### config.mk
export PLATFORM = sky130hd
export DESIGN_NAME = pio_cmd_arb
export DESIGN_NICKNAME = d
export VERILOG_FILES = /design/src/rtl/pio_cmd_arb.sv
export SDC_FILE = /design/constraint.sdc
export NUM_CORES = 1
export LEC_CHECK = 0
export CAP_MARGIN = 10
export CORE_ASPECT_RATIO = 0.7
export CORE_MARGIN = 3
export CORE_UTILIZATION = 43
export CTS_BUF_LIST = sky130_fd_sc_hd__clkbuf_16
export CTS_CLUSTER_DIAMETER = 50
export DETAILED_ROUTE_END_ITERATION = 6
export HOLD_SLACK_MARGIN = 0.12
export PLACE_DENSITY = 0.86
export SYNTH_ARGS = -nofsm -noshare
export SYNTH_HDL_FRONTEND = slang
export SYNTH_SLANG_ARGS = --single-unit
### constraint.sdc
create_clock -name clk -period 2.9 [get_ports clk]
set_input_delay 0.58 -clock clk [delete_from_list [all_inputs] [get_ports clk]]
set_output_delay 0.58 -clock clk [all_outputs]
set_load 0.01 [all_outputs]
### src/rtl/pio_cmd_arb.sv
// Two-requester round-robin command arbiter for a PIO block. It registers one
// command onto the pio_* bus and routes action-3 read data back to its originator.
module pio_cmd_arb (
  input  logic        clk,
  input  logic        reset,
  input  logic        a_valid,
  output logic        a_ready,
  input  logic [1:0]  a_mindex,
  input  logic [3:0]  a_action,
  input  logic [4:0]  a_index,
  input  logic [31:0] a_din,
  output logic        a_rvalid,
  output logic [31:0] a_rdata,
  input  logic        b_valid,
  output logic        b_ready,
  input  logic [1:0]  b_mindex,
  input  logic [3:0]  b_action,
  input  logic [4:0]  b_index,
  input  logic [31:0] b_din,
  output logic        b_rvalid,
  output logic [31:0] b_rdata,
  output logic [1:0]  pio_mindex,
  output logic [3:0]  pio_action,
  output logic [4:0]  pio_index,
  output logic [31:0] pio_din,
  input  logic [31:0] pio_dout
);

  typedef enum logic [1:0] {IDLE, ISSUE, RWAIT} state_e;

  localparam logic       GNT_A    = 1'b0;
  localparam logic       GNT_B    = 1'b1;
  localparam logic [3:0] ACT_READ = 4'd3;

  state_e      state_q, state_d;
  logic        last_grant_q, last_grant_d;
  logic        owner_q, owner_d;
  logic [1:0]  pio_mindex_q, pio_mindex_d;
  logic [3:0]  pio_action_q, pio_action_d;
  logic [4:0]  pio_index_q, pio_index_d;
  logic [31:0] pio_din_q, pio_din_d;
  logic        a_rvalid_q, a_rvalid_d;
  logic        b_rvalid_q, b_rvalid_d;
  logic [31:0] a_rdata_q, a_rdata_d;
  logic [31:0] b_rdata_q, b_rdata_d;

  logic        sel_b;
  logic        accept;
  logic [3:0]  win_action;

  // B wins when it is the only requester, or on contention when A was served last.
  assign sel_b = b_valid & (~a_valid | (last_grant_q == GNT_A));

  always_comb begin
    // NOTE: every signal gets a default first so no path leaves it unassigned,
    // which would infer a latch.
    state_d      = state_q;
    last_grant_d = last_grant_q;
    owner_d      = owner_q;
    pio_mindex_d = pio_mindex_q;
    pio_action_d = 4'd0;
    pio_index_d  = pio_index_q;
    pio_din_d    = pio_din_q;
    a_rvalid_d   = 1'b0;
    b_rvalid_d   = 1'b0;
    a_rdata_d    = a_rdata_q;
    b_rdata_d    = b_rdata_q;
    a_ready      = 1'b0;
    b_ready      = 1'b0;
    accept       = 1'b0;
    win_action   = sel_b ? b_action : a_action;

    unique case (state_q)
      IDLE: begin
        // Ready is gated by reset so it drops the instant reset asserts, yet a
        // handshake is still possible on the very first edge after release.
        a_ready = reset & a_valid & ~sel_b;
        b_ready = reset & sel_b;
        accept  = a_ready | b_ready;
        if (accept) begin
          last_grant_d = sel_b ? GNT_B : GNT_A;
          owner_d      = sel_b;
          pio_mindex_d = sel_b ? b_mindex : a_mindex;
          pio_index_d  = sel_b ? b_index  : a_index;
          pio_din_d    = sel_b ? b_din    : a_din;
          pio_action_d = win_action;
          if (win_action != 4'd0) state_d = ISSUE;
        end
      end
      ISSUE: state_d = (pio_action_q == ACT_READ) ? RWAIT : IDLE;
      RWAIT: begin
        if (owner_q) begin
          b_rdata_d  = pio_dout;
          b_rvalid_d = 1'b1;
        end else begin
          a_rdata_d  = pio_dout;
          a_rvalid_d = 1'b1;
        end
        state_d = IDLE;
      end
      default: state_d = IDLE;
    endcase
  end

  // NOTE: state is updated with non-blocking assignments so every flop samples
  // the pre-edge value of its neighbours.
  always_ff @(posedge clk or negedge reset) begin
    if (!reset) begin
      state_q      <= IDLE;
      last_grant_q <= GNT_B;
      owner_q      <= 1'b0;
      pio_mindex_q <= '0;
      pio_action_q <= '0;
      pio_index_q  <= '0;
      pio_din_q    <= '0;
      a_rvalid_q   <= 1'b0;
      b_rvalid_q   <= 1'b0;
      a_rdata_q    <= '0;
      b_rdata_q    <= '0;
    end else begin
      state_q      <= state_d;
      last_grant_q <= last_grant_d;
      owner_q      <= owner_d;
      pio_mindex_q <= pio_mindex_d;
      pio_action_q <= pio_action_d;
      pio_index_q  <= pio_index_d;
      pio_din_q    <= pio_din_d;
      a_rvalid_q   <= a_rvalid_d;
      b_rvalid_q   <= b_rvalid_d;
      a_rdata_q    <= a_rdata_d;
      b_rdata_q    <= b_rdata_d;
    end
  end

  assign pio_mindex = pio_mindex_q;
  assign pio_action = pio_action_q;
  assign pio_index  = pio_index_q;
  assign pio_din    = pio_din_q;
  assign a_rvalid   = a_rvalid_q;
  assign b_rvalid   = b_rvalid_q;
  assign a_rdata    = a_rdata_q;
  assign b_rdata    = b_rdata_q;

endmodule

==> results.cfg, run 1 <==
[synthesis]
async_flop_share_pct = 100
synth-main-ff-cell = dfrtp_1
ys_seq_area_share_pct = 62.0
yosys.area_share.simple_pct = 2.50
syn_area_um2 = 4560
syn_nets = 437
synth_edf_count = 0
ys_warn_count = 0
yosys.area_share.adder_pct = 0
muxShareOfSynthArea_pct = 15.8
syn_inst = 315
synth_compound_area_share_pct = 16.6
ys_types = 27
synth_area_per_cell_um2 = 14.5
ys_ff_latch = 113
synth_top_family_by_area = compound AO/OA/AOI/OAI gates
synth_xor_area_share_pct = 0

[clocking]
h-tree-depth = 4
root_buffer = clkbuf_16
post-cts-setup-buffers = 0
clk_pin_slew_ns = 0.06
cts-buffers-inserted = 17
cts_buffer_depth = 2
cts.sinks = 113
cts_tree = yes
postCtsHoldBufs = 0
clk_latency_ns = 0.40
ctsResizeCount = 0

[critical_path]
reg2reg_slack_ns = 0.79
crit_path_start_kind = primary input
critPathArrivalTime_ns = 2.21
crit_type = in2out
crit_path_end_kind = primary output
crit_fanout = 5
required_ns = 2.32

[timing]
slew_headroom_pct = 18.2
final-hold-violation-count = 0
maxSlewViolCount = 0
finalWorstSetupSlack_ns = 0.113
timing.final.crit_share_pct = 96.1
fmax_mhz = 359
setup_violations = 0
max_slew.worst_pin.slew_ns = 1.23
rsz0062_at_grt = false
post-route-min-period_ns = 2.79
finalClockSkew_ns = 0.00710
final.setup.tns_ns = 0

[outcome]
status = finished, final reports clean

[finish]
utilization_pct = 75.9
drive_gt1_share_pct = 19.4
layout_commonest_cell = clkdlybuf4s50_1
seq_area_um2 = 2830
filler_cell_count = 618
multi_input_area_um2 = 1610
layout_common_cells = clkdlybuf4s50_1, dfrtp_1, mux2_2
layout-area-overhead-vs-synth_pct = 66.7
nNetsFinal = 673

[floorplan]
initial_core_util_pct = 45.5
die_y_um = 92.2
core_area_um2 = 10000
boundaryPins = 233
die_w_um = 129
row_count = 30
die-area_um2 = 11900

[routing]
postRouteAntennaNets = 0
via_per_inst = 5.49
totalWireLength_mm = 14.5
routedWlPerCell_um = 20.9
dr.pass1.iters = 4
routed-via-count = 3801
drt_iter0_drc = 211
drc = 0

[global_route]
grt_first_pass_wirelength_mm = 22.6
grt_antenna_before_repair = 2
grt.total_usage_pct = 24.9
grt_pass1_vias = 4186
grt_max_degree = 63
gr-total-overflow = 0

[placement]
hpwl_mm = 10.5
port_buffers = 232
gp_congestion = 0.827
pre_cts_ws_ns = 0.126

[power_and_ir_drop]
p_leak_uw = 0.00316
power.total_uw = 4930
p_per_area_nw_per_um2 = 649
vdd_ir_drop_max_mv = 0.433

[min_path]
hold_path_class = in2async

[run]
drv_cap = 0
-- stage by stage --
stage	std cells	cell area, um^2	hold WS (ns)
after floorplan	315	4560	0.284
after global placement	660	7030	0.421
after detailed placement	660	7030	0.433
after CTS	690	7600	0.335
after global routing	692	7600	0.362
final	692	7600	0.331
-- worst max-delay path, cell delays in order --
cell and delay, ns:
clkdlybuf4s50_1 0.52, a21boi_0 0.36, and2_1 0.20, clkdlybuf4s50_1 0.54
-- state kept, by name, indices dropped and copies added, names as in the netlist --
register / flops
a_rdata: 32
b_rvalid: 1
pio_mindex: 2
pio_din: 32
a_rvalid: 1
state_q: 2
owner_q: 1
last_grant_q: 1
pio_index: 5
pio_action: 4
b_rdata: 32
-- area by class of cell --
type / count / share of cell area [%]
antenna: 2 / 0.0658
clock buffer: 17 / 5.60
clock inverter: 13 / 1.93
inverter: 2 / 0.0987
multi-input combinational: 173 / 21.1
sequential: 113 / 37.2
tap: 128 / 2.11
timing repair buffer: 244 / 31.9
-- cell families (layout without fill, tap and decap cells) --
kind of cell	after synthesis	in the layout
AOI/OAI and AO/OA	89	89
buffers and inverters	29	276
DFF	113	113
muxes	64	64
other	0	2
and+or+nand+nor	20	20
-- report_power, final --
part / switching (uW) / total [uW] / internal, uW
combinational: 421 / 1050 / 630
sequential: 112 / 1870 / 1760
clock: 687 / 2010 / 1320
total: 1220 / 4930 / 3710
-- routing by layer --
| metal | GRT usage, % | wire [um] | up-vias |
|---|---|---|---|
| li1 | - | - | 1704 |
| met1 | 29.4 | 5630 | 1899 |
| met2 | 40.9 | 7480 | 171 |
| met3 | 8.91 | 961 | 27 |
| met4 | 10.8 | 404 | 0 |
| met5 | 0 | 0 | - |
-- cells in the mapped netlist (2+ instances only) --
cell type | count | area (um^2)
dfrtp_1 | 112 | 2800
mux2_2 | 64 | 721
a2bb2oi_1 | 39 | 342
o32ai_1 | 39 | 342
clkbuf_1 | 13 | 48.8
buf_2 | 12 | 60.1
nand2_1 | 9 | 33.8
a21oi_1 | 4 | 20.0
buf_6 | 2 | 22.5
inv_1 | 2 | 7.51
nor2_1 | 2 | 7.51
nor3b_2 | 2 | 25.0
-- final timing paths --
kind / start / endpoint / cells after the start
worst max-delay path: b_valid / b_ready / 4
worst min-delay path: reset / pio_din[20]$_DFFE_PN0P_ / 2
worst max register to register: state_q[0]$_DFFE_PN0P_ / pio_din[1]$_DFFE_PN0P_ / 5
worst min register to register: pio_action[2]$_DFF_PN0_ / state_q[1]$_DFFE_PN0P_ / 1
max in group asynchronous: reset / a_rdata[2]$_DFFE_PN0P_ / 3
min in group clk: pio_action[2]$_DFF_PN0_ / state_q[1]$_DFFE_PN0P_ / 1
(Power assumes the default switching activity.)
==> inputs of run 2 (changes only) <==
--- a/config.mk
+++ b/config.mk
@@ -12,7 +12,6 @@
 export CTS_BUF_LIST = sky130_fd_sc_hd__clkbuf_16
 export CTS_CLUSTER_DIAMETER = 50
 export DETAILED_ROUTE_END_ITERATION = 6
-export HOLD_SLACK_MARGIN = 0.12
 export PLACE_DENSITY = 0.86
 export SYNTH_ARGS = -nofsm -noshare
 export SYNTH_HDL_FRONTEND = slang
==> results of run 2 <==
Same layout as run 1: the final DEF is identical, and so are final timing and power.
==> variant 1: new RTL, settings of run 2 <==
Make the reset (`reset`) synchronous in one clocked block.
--- a/src/rtl/pio_cmd_arb.sv
+++ b/src/rtl/pio_cmd_arb.sv
@@ -104,7 +104,7 @@
 
   // NOTE: state is updated with non-blocking assignments so every flop samples
   // the pre-edge value of its neighbours.
-  always_ff @(posedge clk or negedge reset) begin
+  always_ff @(posedge clk) begin
     if (!reset) begin
       state_q      <= IDLE;
       last_grant_q <= GNT_B;
Check against the original RTL: differs if reset is asserted again (counterexample within 4 cycles, from zero or initial values and one cycle with reset low); with reset held inactive, the same outputs for 10 cycles.
==> variant 1 against run 2 <==
Final cell count increased by 25%; wire length increased by 4.8%; synthesized area increased by 1.4%; largest power group unchanged; sequential cell count unchanged; final area decreased by 0.79%; total power decreased by 14%; register-to-register slack improved by 0.40 ns; clock skew increased by 0.0017 ns; critical path type unchanged; worst setup slack got worse by 0.014 ns; hold slack improved by 0.11 ns; critical path depth unchanged; sequential power decreased by 11%.
==> variant 1: results (changes against run 2) <==
Global-route wire length before repair: 23.5 mm (+3.8%)
Dpl cell area: 0.00695 mm² (-1.1%)
Syn_nets: 632 (+45%)
# diodes: 0 (-2)
Final cell count without fillers: 864 (+25%)
Largest cells by area after synthesis: dfxtp_1 49%, nand2_1 11%, or3_1 11%, a21boi_0 10%, o2111a_1 9.5%
Met3 routed WL: 1.04 mm (+8.6%)
Post-synthesis compound-gate area fraction: 21.2% (+4.6 points)
Largest net degree at the start of global routing: 77 (+22%)
M3 GR Usage: 6.97% (-1.9 points)
Post-synth top cells: 138 x nand2_1, 113 x dfxtp_1, 78 x or3_1
Total Routed Length: 15.2 mm (+4.8%)
Met2 Use GR: 42.7% (+1.8 points)
Number of global-route vias before repair: 4559 (+8.9%)
Routability Congestion: 0.797 (-3.6%)
Drt first pass iters: 5 (+1)
Worst Path Max Fanout: 4 (-1)
Routed wl met2: 7.59 mm (+1.4%)
Antenna violations before repair: 0 (-2)
HP Class: register to register
Leakage: 2.58 nW (-18%)
Primary FF master, synth: dfxtp_1
Initial detailed-routing violation count: 291 (+38%)
Pint: 3.29 mW (-11%)
Post-synth ARST share: 0% (-100 points)
M1 WL: 6.41 mm (+14%)
Post-synthesis mux area share: 0% (-16 points)
Clock Skew: 0.00876 ns (+0.00166 ns)
Slew headroom: 49.6% (+31 points)
Met1 Use GR: 29.2% (-0.21 points)
Share of cells above drive strength 1: 5.98% (-13 points)
Status: complete, no violations
Final nets: 845 (+26%)
Flop pwr share: 39.1% (+1.2 points)
Post-Place Worst Slack: 0.156 ns (+0.0307 ns)
Synth Instances: 510 (+62%)
Sequential share of the synthesized area: 48.9% (-13 points)
Share of total power in the clock network: 47.7% (+6.9 points)
Gr usage total: 24.5% (-0.45 points)
-- variant 1: worst paths after layout --
check                                 from                       end  slack (ns)  depth (start not counted)
hold / removal    pio_action[0]$_SDFF_PN0_   state_q[1]$_SDFFE_PN0P_        0.44                          2
setup reg to reg   state_q[0]$_SDFFE_PN0P_  pio_din[16]$_SDFFE_PN0P_        1.19                          4
setup / recovery                   b_valid                   b_ready         0.1                          4
hold reg to reg   pio_action[0]$_SDFF_PN0_   state_q[1]$_SDFFE_PN0P_        0.44                          2
-- variant 1: area by class of cell --
class | count | area [µm²]
Sequential cell | 113 | 2260
Clock buffer | 17 | 425
Timing Repair Buffer | 241 | 2390
Fill cell | 696 | 2520
Multi-Input combinational cell | 350 | 2150
Clock inverter | 15 | 151
Tap cell | 128 | 160
-- variant 1: critical path: stages --
cell	delay (ns)
clkdlybuf4s50_1	0.54
a21boi_1	0.34
and3_1	0.21
clkdlybuf4s50_1	0.56
==> variant 2: new RTL, settings of run 2 <==
Without the edit above. Take the reset off `pio_din_q`, `a_rdata_q` and `b_rdata_q` and load them in a clocked block of their own.
--- a/src/rtl/pio_cmd_arb.sv
+++ b/src/rtl/pio_cmd_arb.sv
@@ -112,11 +112,8 @@
       pio_mindex_q <= '0;
       pio_action_q <= '0;
       pio_index_q  <= '0;
-      pio_din_q    <= '0;
       a_rvalid_q   <= 1'b0;
       b_rvalid_q   <= 1'b0;
-      a_rdata_q    <= '0;
-      b_rdata_q    <= '0;
     end else begin
       state_q      <= state_d;
       last_grant_q <= last_grant_d;
@@ -124,12 +121,15 @@
       pio_mindex_q <= pio_mindex_d;
       pio_action_q <= pio_action_d;
       pio_index_q  <= pio_index_d;
-      pio_din_q    <= pio_din_d;
       a_rvalid_q   <= a_rvalid_d;
       b_rvalid_q   <= b_rvalid_d;
-      a_rdata_q    <= a_rdata_d;
-      b_rdata_q    <= b_rdata_d;
     end
+  end
+
+  always_ff @(posedge clk) begin
+    pio_din_q <= pio_din_d;
+    a_rdata_q <= a_rdata_d;
+    b_rdata_q <= b_rdata_d;
   end
 
   assign pio_mindex = pio_mindex_q;
Formal check against the unedited RTL: differs if reset is asserted again (counterexample within 4 cycles, from zero or initial values and one cycle with reset low); with reset held inactive, the same outputs for 10 cycles.
==> variant 2 against run 2 <==
Final cell count fell by 6.6%; final area fell by 6.9%; synthesized cell count fell by 16%; combinational power fell by 47%; wire length fell by 14%; synthesized area fell by 11%; total power fell by 12%; worst setup slack improved by 0.037 ns; sequential cell count did not move; clock power fell by 6%; via count fell by 16%; critical path depth rose by 1; critical endpoint is now a_ready.
==> variant 2: results (changes against run 2) <==
Drt first pass iters: 5 (+1)
Global-route wire length before repair: 18.5 mm (-18%)
Syn_nets: 388 (-11%)
Buffering overhead: 33.7% (+1.9 points)
Power Total: 4.34 mW (-12%)
Gr usage total: 23.9% (-0.99 points)
Clock Skew: 0.0105 ns (+0.00341 ns)
Clock-cell share of area: 7.69% (+0.17 points)
Share of total power in the clock network: 43.4% (+2.6 points)
Post-synth EDFFs: 96 (+96)
R2R setup slack: 0.94 ns (+0.15 ns)
Post-synth ARST share: 15.0% (-85 points)
Final nets: 635 (-5.6%)
DR vias: 3177 (-16%)
Post-synthesis cell type count: 29 (+7.4%)
RR Endpoint: pio_din[27]$_DFFE_PP_
Share of cells above drive strength 1: 7.41% (-12 points)
Per-cell routed wire length: 19.4 µm (-7.4%)
Post-DP HPWL: 8.81 mm (-16%)
Multi-In Gates: 140 (-19%)
Area of the multi-input gates: 679 µm² (-58%)
Worst Path Max Fanout: 3 (-2)
Least-Margin Pin Slew: 0.666 ns (-0.560 ns)
Critical path destination: a_ready
Number of global-route vias before repair: 3347 (-20%)
Worst VDD drop: 0.448 mV (+3.5%)
Largest cells by area after synthesis: edfxtp_1 71%, dfrtp_1 9.9%, nand2_1 9.7%, a2bb2oi_1 1.5%, o32ai_1 1.5%
Leading area contributor after synthesis: edfxtp_1
Largest net degree at the start of global routing: 46 (-27%)
Seq/total area: 46.8% (+9.5 points)
Status: complete, no violations
Routability Congestion: 0.817 (-1.3%)
Bufs w/o clock: 239 (-2.0%)
HP Class: register to register
Antenna violations before repair: 0 (-2)
Clk_buf instances: 18 (+1)
Sequential share of the synthesized area: 81.6% (+20 points)
Switching share of power: 22.2% (-2.5 points)
variant 2: changes by cell type in the layout (fill, tap and decap cells not counted), sizes merged, moves of 3 or more:
cell,before,now
dfrtp,112,16
edfxtp,0,96
buf,13,7
a2bb2oi,39,7
inv,2,6
mux2,64,0
clkinvlp,4,1
o32ai,39,7
nand2,9,105
variant 2: metrics by stage:
step,instances,hold slack [ns],worst slack (ns),cell area [µm²]
global placement,614,0.421,0.232,6530
floorplan,266,0.284,0.726,4060
detailed placement,614,0.420,0.205,6530
finish,646,0.434,0.150,7080
global route,646,0.439,0.0563,7080
CTS,646,0.429,0.166,7080
variant 2: kinds of logic after synthesis:
kind of cell / share of synthesized area, %
AND/OR/NAND/NOR: 11.6
flip-flops: 81.6
AO/OA/AOI/OAI: 4.78
buffers and inverters: 1.98
variant 2: metal layers:
metal	vias to the layer above	routed length (µm)	track usage, %
met5	-	0	0
met4	0	311	10.2
met3	25	1170	8.57
met2	190	6760	43.4
met1	1510	4270	25.3
li1	1452	-	-
